## config.mk

```make
export PLATFORM = sky130hd
export DESIGN_NAME = instr_fetch_unit
export DESIGN_NICKNAME = d
export VERILOG_FILES = /design/src/rtl/core_pkg.sv /design/src/rtl/fetch_fifo.sv /design/src/rtl/instr_fetch_unit.sv
export SDC_FILE = /design/constraint.sdc
export NUM_CORES = 1
export LEC_CHECK = 0
export BUFFER_PORTS_ARGS = -buffer_cell sky130_fd_sc_hd__buf_2
export CAP_MARGIN = 20
export CORE_MARGIN = 5
export CORE_UTILIZATION = 61
export CTS_CLUSTER_DIAMETER = 150
export DETAILED_ROUTE_END_ITERATION = 10
export GPL_ROUTABILITY_DRIVEN = 0
export GPL_TIMING_DRIVEN = 0
export PLACE_DENSITY = 0.85
export SYNTH_ARGS = -nofsm -noshare
export SYNTH_HDL_FRONTEND = slang
export SYNTH_SLANG_ARGS = --single-unit
export TNS_END_PERCENT = 30
```

## constraint.sdc

```tcl
create_clock -name clk -period 10 [get_ports clk]
set_input_delay 2 -clock clk [delete_from_list [all_inputs] [get_ports clk]]
set_output_delay 2 -clock clk [all_outputs]
set_load 0.05 [all_outputs]
```

## src/rtl/core_pkg.sv

```systemverilog
// Shared core definitions for the front end: word width, the canonical
// no-op encoding and the {instruction, pc} record carried through fetch.
package core_pkg;

  localparam int unsigned WORD_WIDTH = 32;

  // addi x0, x0, 0
  localparam logic [WORD_WIDTH-1:0] NOP_INSTR = 32'h0000_0013;

  typedef struct packed {
    logic [WORD_WIDTH-1:0] instr;
    logic [WORD_WIDTH-1:0] pc;
  } fetch_entry_t;

endpackage

```

## src/rtl/fetch_fifo.sv

```systemverilog
// Prefetch queue: small synchronous FIFO of fetch entries with flush.
// Head is presented combinationally from the registered storage.
module fetch_fifo
  import core_pkg::*;
#(
  parameter int unsigned DEPTH = 2
) (
  input  logic                   clk,
  input  logic                   rst_n,
  input  logic                   flush,
  input  logic                   push,
  input  fetch_entry_t           push_data,
  input  logic                   pop,
  output fetch_entry_t           head,
  output logic [$clog2(DEPTH):0] count,
  output logic                   empty,
  output logic                   full
);

  localparam int unsigned PW = $clog2(DEPTH);

  fetch_entry_t   mem [DEPTH];
  logic [PW-1:0]  wr_ptr;
  logic [PW-1:0]  rd_ptr;
  logic           push_ok;
  logic           pop_ok;

  // Status flags and qualified push/pop strobes.
  always_comb begin
    empty   = (count == '0);
    full    = (count == (PW+1)'(DEPTH));
    push_ok = push && !full;
    pop_ok  = pop && !empty;
    head    = mem[rd_ptr];
  end

  // Storage, pointers and occupancy; flush discards contents and wins over push/pop.
  always_ff @(posedge clk or negedge rst_n) begin
    if (!rst_n) begin
      wr_ptr <= '0;
      rd_ptr <= '0;
      count  <= '0;
      for (int unsigned i = 0; i < DEPTH; i++) begin
        mem[i] <= '0;
      end
    end else if (flush) begin
      rd_ptr <= wr_ptr;
      count  <= '0;
    end else begin
      if (push_ok) begin
        mem[wr_ptr] <= push_data;
        wr_ptr      <= wr_ptr + PW'(1);
      end
      if (pop_ok) begin
        rd_ptr <= rd_ptr + PW'(1);
      end
      case ({push_ok, pop_ok})
        2'b10:   count <= count + (PW+1)'(1);
        2'b01:   count <= count - (PW+1)'(1);
        default: count <= count;
      endcase
    end
  end

endmodule

```

## src/rtl/instr_fetch_unit.sv

```systemverilog
// Fetch stage: owns the fetch PC, issues instruction-memory requests under a
// credit limit, tags each request with its PC, discards responses made stale
// by a redirect, and presents the prefetch-queue head to IF/ID.
module instr_fetch_unit
  import core_pkg::*;
#(
  parameter logic [WORD_WIDTH-1:0] BOOT_ADDR  = 32'h0000_0000,
  parameter int unsigned           FIFO_DEPTH = 2,
  parameter int unsigned           MAX_OUTST  = 2
) (
  input  logic                  clk,
  input  logic                  rst_n,
  input  logic                  stall_ctrl,
  input  logic                  clear_ctrl,
  input  logic                  branch_taken_i,
  input  logic [WORD_WIDTH-1:0] branch_target_i,
  output logic                  imem_req_o,
  output logic [WORD_WIDTH-1:0] imem_addr_o,
  input  logic                  imem_gnt_i,
  input  logic                  imem_rvalid_i,
  input  logic [WORD_WIDTH-1:0] imem_rdata_i,
  output logic [WORD_WIDTH-1:0] instruction_o,
  output logic [WORD_WIDTH-1:0] program_count_o,
  output logic                  no_op_flag_o
);

  localparam int unsigned OW = $clog2(FIFO_DEPTH + 1);
  localparam int unsigned CW = $clog2(FIFO_DEPTH) + 1;
  localparam int unsigned TW = (MAX_OUTST > 1) ? $clog2(MAX_OUTST) : 1;

  logic [WORD_WIDTH-1:0] fetch_pc;
  logic [OW-1:0]         outst;
  logic [OW-1:0]         drop;
  logic [WORD_WIDTH-1:0] tag_pc [MAX_OUTST];
  logic [TW-1:0]         tag_wr;
  logic [TW-1:0]         tag_rd;

  logic [CW-1:0]         fifo_count;
  logic                  fifo_empty;
  logic                  fifo_full;
  logic                  fifo_push;
  logic                  fifo_pop;
  logic                  fifo_flush;
  fetch_entry_t          fifo_head;
  fetch_entry_t          push_entry;

  int unsigned           occupancy;
  logic                  issue;
  logic                  fire;
  logic                  resp;
  logic                  resp_drop;

  // Issue/response decode. The entry leaving the queue this cycle is credited
  // back immediately so a 1-cycle memory sustains one instruction per cycle.
  always_comb begin
    fifo_pop   = !stall_ctrl && !branch_taken_i && !fifo_empty;
    occupancy  = 32'(fifo_count) + 32'(outst) - 32'(fifo_pop);
    issue      = rst_n && !branch_taken_i && !(fifo_full && !fifo_pop)
                 && (occupancy < FIFO_DEPTH) && (32'(outst) < MAX_OUTST);
    fire       = issue && imem_gnt_i;
    resp       = imem_rvalid_i && (outst != '0);
    resp_drop  = resp && (drop != '0);
    fifo_flush = branch_taken_i || clear_ctrl;
    fifo_push  = resp && !resp_drop && !branch_taken_i;
    push_entry.instr = imem_rdata_i;
    push_entry.pc    = tag_pc[tag_rd];
  end

  // Bus request and IF/ID-facing outputs, all from registered state plus controls.
  always_comb begin
    imem_req_o      = issue;
    imem_addr_o     = fetch_pc;
    no_op_flag_o    = fifo_empty;
    instruction_o   = fifo_empty ? NOP_INSTR : fifo_head.instr;
    program_count_o = fifo_head.pc;
  end

  // Fetch PC, outstanding-request count and stale-response drop count.
  always_ff @(posedge clk or negedge rst_n) begin
    if (!rst_n) begin
      fetch_pc <= BOOT_ADDR;
      outst    <= '0;
      drop     <= '0;
    end else begin
      if (branch_taken_i) begin
        fetch_pc <= branch_target_i & ~32'h3;
      end else if (fire) begin
        fetch_pc <= fetch_pc + 32'd4;
      end
      case ({fire, resp})
        2'b10:   outst <= outst + OW'(1);
        2'b01:   outst <= outst - OW'(1);
        default: outst <= outst;
      endcase
      // Everything still in flight is stale; a response landing now is already accounted for.
      if (branch_taken_i) begin
        drop <= outst - OW'(resp);
      end else if (resp_drop) begin
        drop <= drop - OW'(1);
      end
    end
  end

  // In-order PC tags for requests in flight; one tag retires per accepted response.
  always_ff @(posedge clk or negedge rst_n) begin
    if (!rst_n) begin
      tag_wr <= '0;
      tag_rd <= '0;
      for (int unsigned i = 0; i < MAX_OUTST; i++) begin
        tag_pc[i] <= '0;
      end
    end else begin
      if (fire) begin
        tag_pc[tag_wr] <= fetch_pc;
        tag_wr <= (tag_wr == TW'(MAX_OUTST - 1)) ? '0 : tag_wr + TW'(1);
      end
      if (resp) begin
        tag_rd <= (tag_rd == TW'(MAX_OUTST - 1)) ? '0 : tag_rd + TW'(1);
      end
    end
  end

  fetch_fifo #(
    .DEPTH (FIFO_DEPTH)
  ) u_fifo (
    .clk       (clk),
    .rst_n     (rst_n),
    .flush     (fifo_flush),
    .push      (fifo_push),
    .push_data (push_entry),
    .pop       (fifo_pop),
    .head      (fifo_head),
    .count     (fifo_count),
    .empty     (fifo_empty),
    .full      (fifo_full)
  );

endmodule

```

==> Word-level counts from Yosys, hierarchy flattened <==
Index checks and enable logic that the tools add are counted.
{ "op_classes": {"add_sub_neg": 13, "order_cmp": 8, "n_eq_ne": 5, "muxes": 24, "bitwise_logic": 5, "reduce_logical": 33} }
{ "ops": {"columns": ["operator", "count"], "rows": [
  ["2-to-1 mux 64 bit", 4],
  ["2-to-1 mux 32 bit", 7],
  ["bitwise mux 128 bit", 1],
  ["bitwise mux 64 bit", 1],
  ["demux 64 bit (select 1 bit)", 1],
  ["adder 32 x 3 -> 32 bit (second input constant)", 1],
  ["demux 32 bit (select 1 bit)", 1],
  ["less-than comparator 32 x 2 -> 1 bit (second input constant)", 1],
  ["logical AND 1 bit", 16],
  ["nonzero test 2 bit", 6],
  [">= comparator 2 bit (second input constant)", 4],
  ["NOT 1 -> 2 bit", 4],
  ["case mux 2 bit (2 select lines)", 2],
  ["zero test 1 bit", 7],
  ["== test 2 bit (second input constant)", 3],
  ["2-to-1 mux 2 bit", 3],
  ["subtractor 2 x 1 -> 2 bit (second input constant)", 3],
  ["adder 1 bit (second input constant)", 4],
  ["adder 2 x 1 -> 2 bit (second input constant)", 2],
  ["== test 2 x 1 -> 1 bit (second input constant)", 2],
  ["less-than comparator 2 x 1 -> 1 bit (second input constant)", 2],
  ["2-to-1 mux 1 bit", 4],
  ["subtractor 3 x 1 -> 4 bit", 1],
  ["adder 2 x 2 -> 3 bit", 1],
  ["other kinds (7)", 7]
]} }
{ "word_totals": {"regBits": 234, "inputBits": 71, "out_inout_bits": 98, "word_cells": 102} }

==> Logic depth before layout (Yosys ltp) <==
{ "logic_depth": {"ltp_word": 12, "mapped_depth": 15, "depth_no_buf": 13} }

==> Modules after synthesis <==
From an unflattened synthesis, not the netlist that was laid out.
{ "unflattened": {"cells_unflattened": 823, "area_unflattened_um2": 11457.2} }
{ "by_module_without_submodules": {"columns": ["module", "n_inst", "cells_per_inst", "area_per_inst_um2", "seq_area_each_um2"], "rows": [
  ["fetch_fifo", 1, 365, 6348.6, 3303.2],
  ["instr_fetch_unit", 1, 458, 5108.6, 2402.3]
]} }

==> Worst setup path before layout <==
Ideal clock, no wire load.
{ "synth_timing": {"path_kind": "input to output", "from": "in branch_taken_i", "to": "out imem_req_o", "t_arrival_ns": 4.737, "required_ns": 8.000, "setup_slack_ns": 3.263, "cell_stages": 9, "path_buffers": 2, "path_cell_list": "clkbuf_1 nor3_1 ha_1 nand2b_1 fa_1 and4bb_2 o311ai_4 clkbuf_1 a21oi_1"} }
{ "synth_between": {"elab_chain_len": 9, "word_cells_on_any_way": 12, "cone_classes": "1 x add/sub; 1 x order compare; 10 x reduce/logical"} }
{ "synth_lines": {"columns": ["element", "line_no", "rtl"], "rows": [
  ["from (decl)", "instr_fetch_unit.sv:15", "input logic branch_taken_i,"],
  ["zero test 1 bit (*)", "instr_fetch_unit.sv:56, instr_fetch_unit.sv:58", null],
  ["branches (longest 6 deep; another with less-than comparator 32 x 2 -> 1 bit)", null, null],
  ["logical AND 1 bit (*) (2 in a row)", "instr_fetch_unit.sv:59", "&& (occupancy < FIFO_DEPTH) && (32'(outst) < MAX_OUTST);"],
  ["to (decl)", "instr_fetch_unit.sv:17", "output logic imem_req_o,"]
]} }
Mark *: on every way between the ends.

==> Worst setup path after layout <==
Same ends and word-level chain as after synthesis.

==> key figures <==
Timing
  – Post-route setup TNS: 0 ns
  – # setup viols final: 0
  – Final slew viol count: 0
  – Worst-Margin Slew: 0.788 ns
  – Fin crit share: 71.0%
  – Rel. slew slack: 47.5%
  – Setup repair after global routing missed its margin: false
  – Final Skew: 0.00902 ns
  – Fin. Hold Viols: 0
  – Final Critical Period: 7.10 ns
  – Hold_ws: 0.481 ns
  – Final worst slack: 2.90 ns
  – Fmax: 0.141 GHz

Yosys
  – Post-synthesis adder-cell area fraction: 1.13%
  – Post-Synth XOR/XNOR Area: 1.15%
  – Sequential fraction of the synthesis area: 52.6%
  – Simple-gate share of the synthesized area: 9.85%
  – Mux cell area share after synthesis: 22.3%
  – Yosys cell types: 64
  – Fraction of registers with async set/reset: 100%
  – Mapped Cells: 913
  – Compound-gate portion of the synthesized area: 8.90%
  – Largest family of logic cells by synthesized area: multiplexers
  – YS warnings: 0
  – Post-synthesis area per instance: 11.7 sq um
  – Ys flop type: dfrtp_1
  – Syn Std Cell Area: 0.0107 sq mm
  – Seq cells post-synth: 224
  – Number of synthesized flops with an enable pin: 0

Floorplan
  – Total core area: 0.0172 sq mm
  – I/O pin count: 169
  – Die outline height: 142 um
  – Die Wd: 142 um
  – Total Die Area: 0.0202 sq mm
  – Initial Util: 61.8%
  – FP Rows: 48

Worst setup path
  – Critical path class: in2out
  – Worst Path Buf+Inv: 4
  – Setup crit start kind: primary input
  – Critical path's slowest cell: nor3_1
  – Crit Path Max Fanout: 10
  – Crit end category: output port
  – Worst-path cell chain: buf_2 -> clkbuf_1 -> nor3_1 -> ha_1 -> nand2b_1 -> fa_1 -> nor2b_1 -> o311ai_4 -> clkbuf_1 -> a21oi_1 -> buf_2
  – Data required time of the worst path: 8.00 ns
  – Cell family with most CP delay: buffers and inverters
  – Worst stage delay on the critical path: 0.47 ns
  – Arrival time at the worst endpoint: 5.10 ns

Global route
  – Grt ovf: 0
  – Global-route wire length before repair: 43.0 mm
  – GR Util All Layers: 26.4%
  – Vias in the first global route: 8270
  – Initial antenna violation count: 0
  – Largest net degree at the start of global routing: 122

Detailed routing
  – Vias per std cell: 5.96
  – Drt pass-1 iters: 5
  – Total Routed Length: 26.6 mm
  – Remaining DRCs: 0
  – Routed WL per cell: 19.8 um
  – Vias: 8011
  – Iteration-0 DRC Markers: 604
  – Number of routed nets with antenna violations: 0

Pwr
  – Cell leakage power: 6.12 nW
  – Power Density: 278 mW/mm^2
  – IR drop worst, VDD: 0.152 mV
  – Total power: 3.50 mW

Placed design
  – Post-Place Cells: 1304
  – Place WS: 2.95 ns
  – DP Area: 0.0118 sq mm
  – IO Port Bufs: 162
  – Post-detail-place hpwl: 18.5 mm

Finish
  – Final nets: 1184
  – Layout cells sized above 1: 35.7%
  – Commonest non-fill, non-tap cell in the layout: dfrtp_1
  – Fill count: 1142
  – Fin area: 0.0126 sq mm
  – Final Non-Filler Cells: 1345
  – Layout area overhead: 18.0%
  – Layout Utilization: 73.0%
  – Most frequent cells in the layout: dfrtp_1 (224), buf_2 (178), mux2_2 (147), nor2_1 (80), mux2i_1 (64)
  – N_diodes: 0

Outcome
  – Status: finished clean

Run
  – Max-cap violations: 0

Clock network
  – Cts bufs inserted: 23
  – Clock-pin slew on the worst setup and hold paths: 0.06 ns
  – CTS tree: built
  – Clock Latency Late Sink: 0.50 ns
  – H-Tree Depth: 1
  – CTS Hold Bufs: 0
  – Setup repair bufs after CTS: 0
  – Root Driver: clkbuf_16
  – CTS max path bufs: 3
  – CTS sink cnt: 224
  – Post-CTS Resized: 0

Min path
  – Worst Hold Class: reg2reg
[cells in the mapped netlist, drive strengths merged, types with 2 or more instances]
cell type,instances,area share [%]
a211oi,4,0.28
a21o,4,0.29
a21oi,41,2.0
a221o,8,0.76
a22oi,6,0.42
a311oi,5,0.41
a32oi,2,0.16
a41o,2,0.19
and2,3,0.18
and4,2,0.16
buf,41,2.5
clkbuf,27,0.96
dfrtp,224,53
ha,8,0.94
inv,18,0.63
mux2,154,16
mux2i,64,6.0
nand2,57,2.0
nand2b,3,0.18
nand3,18,0.96
nand3b,2,0.14
nand4,14,0.88
nor2,82,3.0
nor2b,8,0.54
nor3,12,0.56
nor3b,2,0.14
nor4,5,0.43
o211ai,6,0.47
o21ai,49,2.3
o21bai,2,0.14
o221ai,2,0.16
o311a,2,0.19
o311ai,9,0.90
o31a,2,0.16
or3,3,0.22
xnor2,11,0.90
xor2,3,0.25
[cell type report]
type / count / area (sq um) / share of cell area (%)
plain buffers: 68 / 368 / 2.92
clock buffers: 32 / 659 / 5.24
clock inverters: 9 / 123 / 0.974
inverters: 18 / 67.6 / 0.537
multi-input cells: 606 / 4630 / 36.8
flip-flops and latches: 224 / 5610 / 44.5
well taps: 225 / 282 / 2.24
repair buffers: 163 / 848 / 6.74
[power breakdown]
group	leakage [nW]	switching [mW]	total, mW	internal (mW)
Sequential	2.94	0.198	1.42	1.22
Clock	0.386	0.346	0.883	0.537
Combinational	2.79	0.723	1.20	0.477
[path summary, 6_finish.rpt]
path	from	to	slack (ns)	cells past startpoint
max	branch_taken_i	imem_req_o	2.90	11
max reg2reg	u_fifo.count[0]	outst[1]	6.03	14
min	u_fifo.mem[23]	u_fifo.mem[23]	0.48	2
min in group asynchronous	rst_n	u_fifo.mem[47]	1.53	1
max in group asynchronous	rst_n	u_fifo.mem[36]	7.38	2
min reg2reg	u_fifo.mem[23]	u_fifo.mem[23]	0.48	2
[state kept, by name (all words and copies together) (netlist names)]
| signal | cells |
|---|---|
| tag_pc | 60 |
| tag_rd | 1 |
| u_fifo.wr_ptr | 1 |
| u_fifo.rd_ptr | 1 |
| imem_addr_o | 30 |
| u_fifo.count | 2 |
| drop | 2 |
| outst | 2 |
| u_fifo.mem | 124 |
| tag_wr | 1 |
[worst reg2reg max path: stages, from the launching register on]
cell	delay, ns
dfrtp_1	0.36
buf_2	0.20
nor2_1	0.47
nor3_1	0.19
ha_1	0.33
nand2b_1	0.16
fa_1	0.41
xor2_1	0.30
o311ai_4	0.19
nor2_4	0.29
inv_2	0.15
buf_2	0.24
ha_1	0.36
nor2_1	0.14
xnor2_1	0.12
[cells by family (layout without fill, tap and decap cells)]
group                    count (synthesis)  in the layout
flip-flops                             224            224
multiplexers                           218            218
AND/OR/NAND/NOR                        216            216
AO/OA/AOI/OAI                          145            145
buffers and inverters                   86            290
XOR/XNOR                                14             14
adder cells (fa/ha/maj)                  9              9
other                                    1              4
[per-layer routing]
metal | GRT usage [%] | vias up | wire (um)
li1 | - | 3636 | -
met1 | 36.5 | 3980 | 10800
met2 | 43.8 | 339 | 13000
met3 | 3.97 | 56 | 2110
met4 | 8.13 | 0 | 728
met5 | 0 | - | 0
Note: power is estimated with default switching activity, not from simulation.
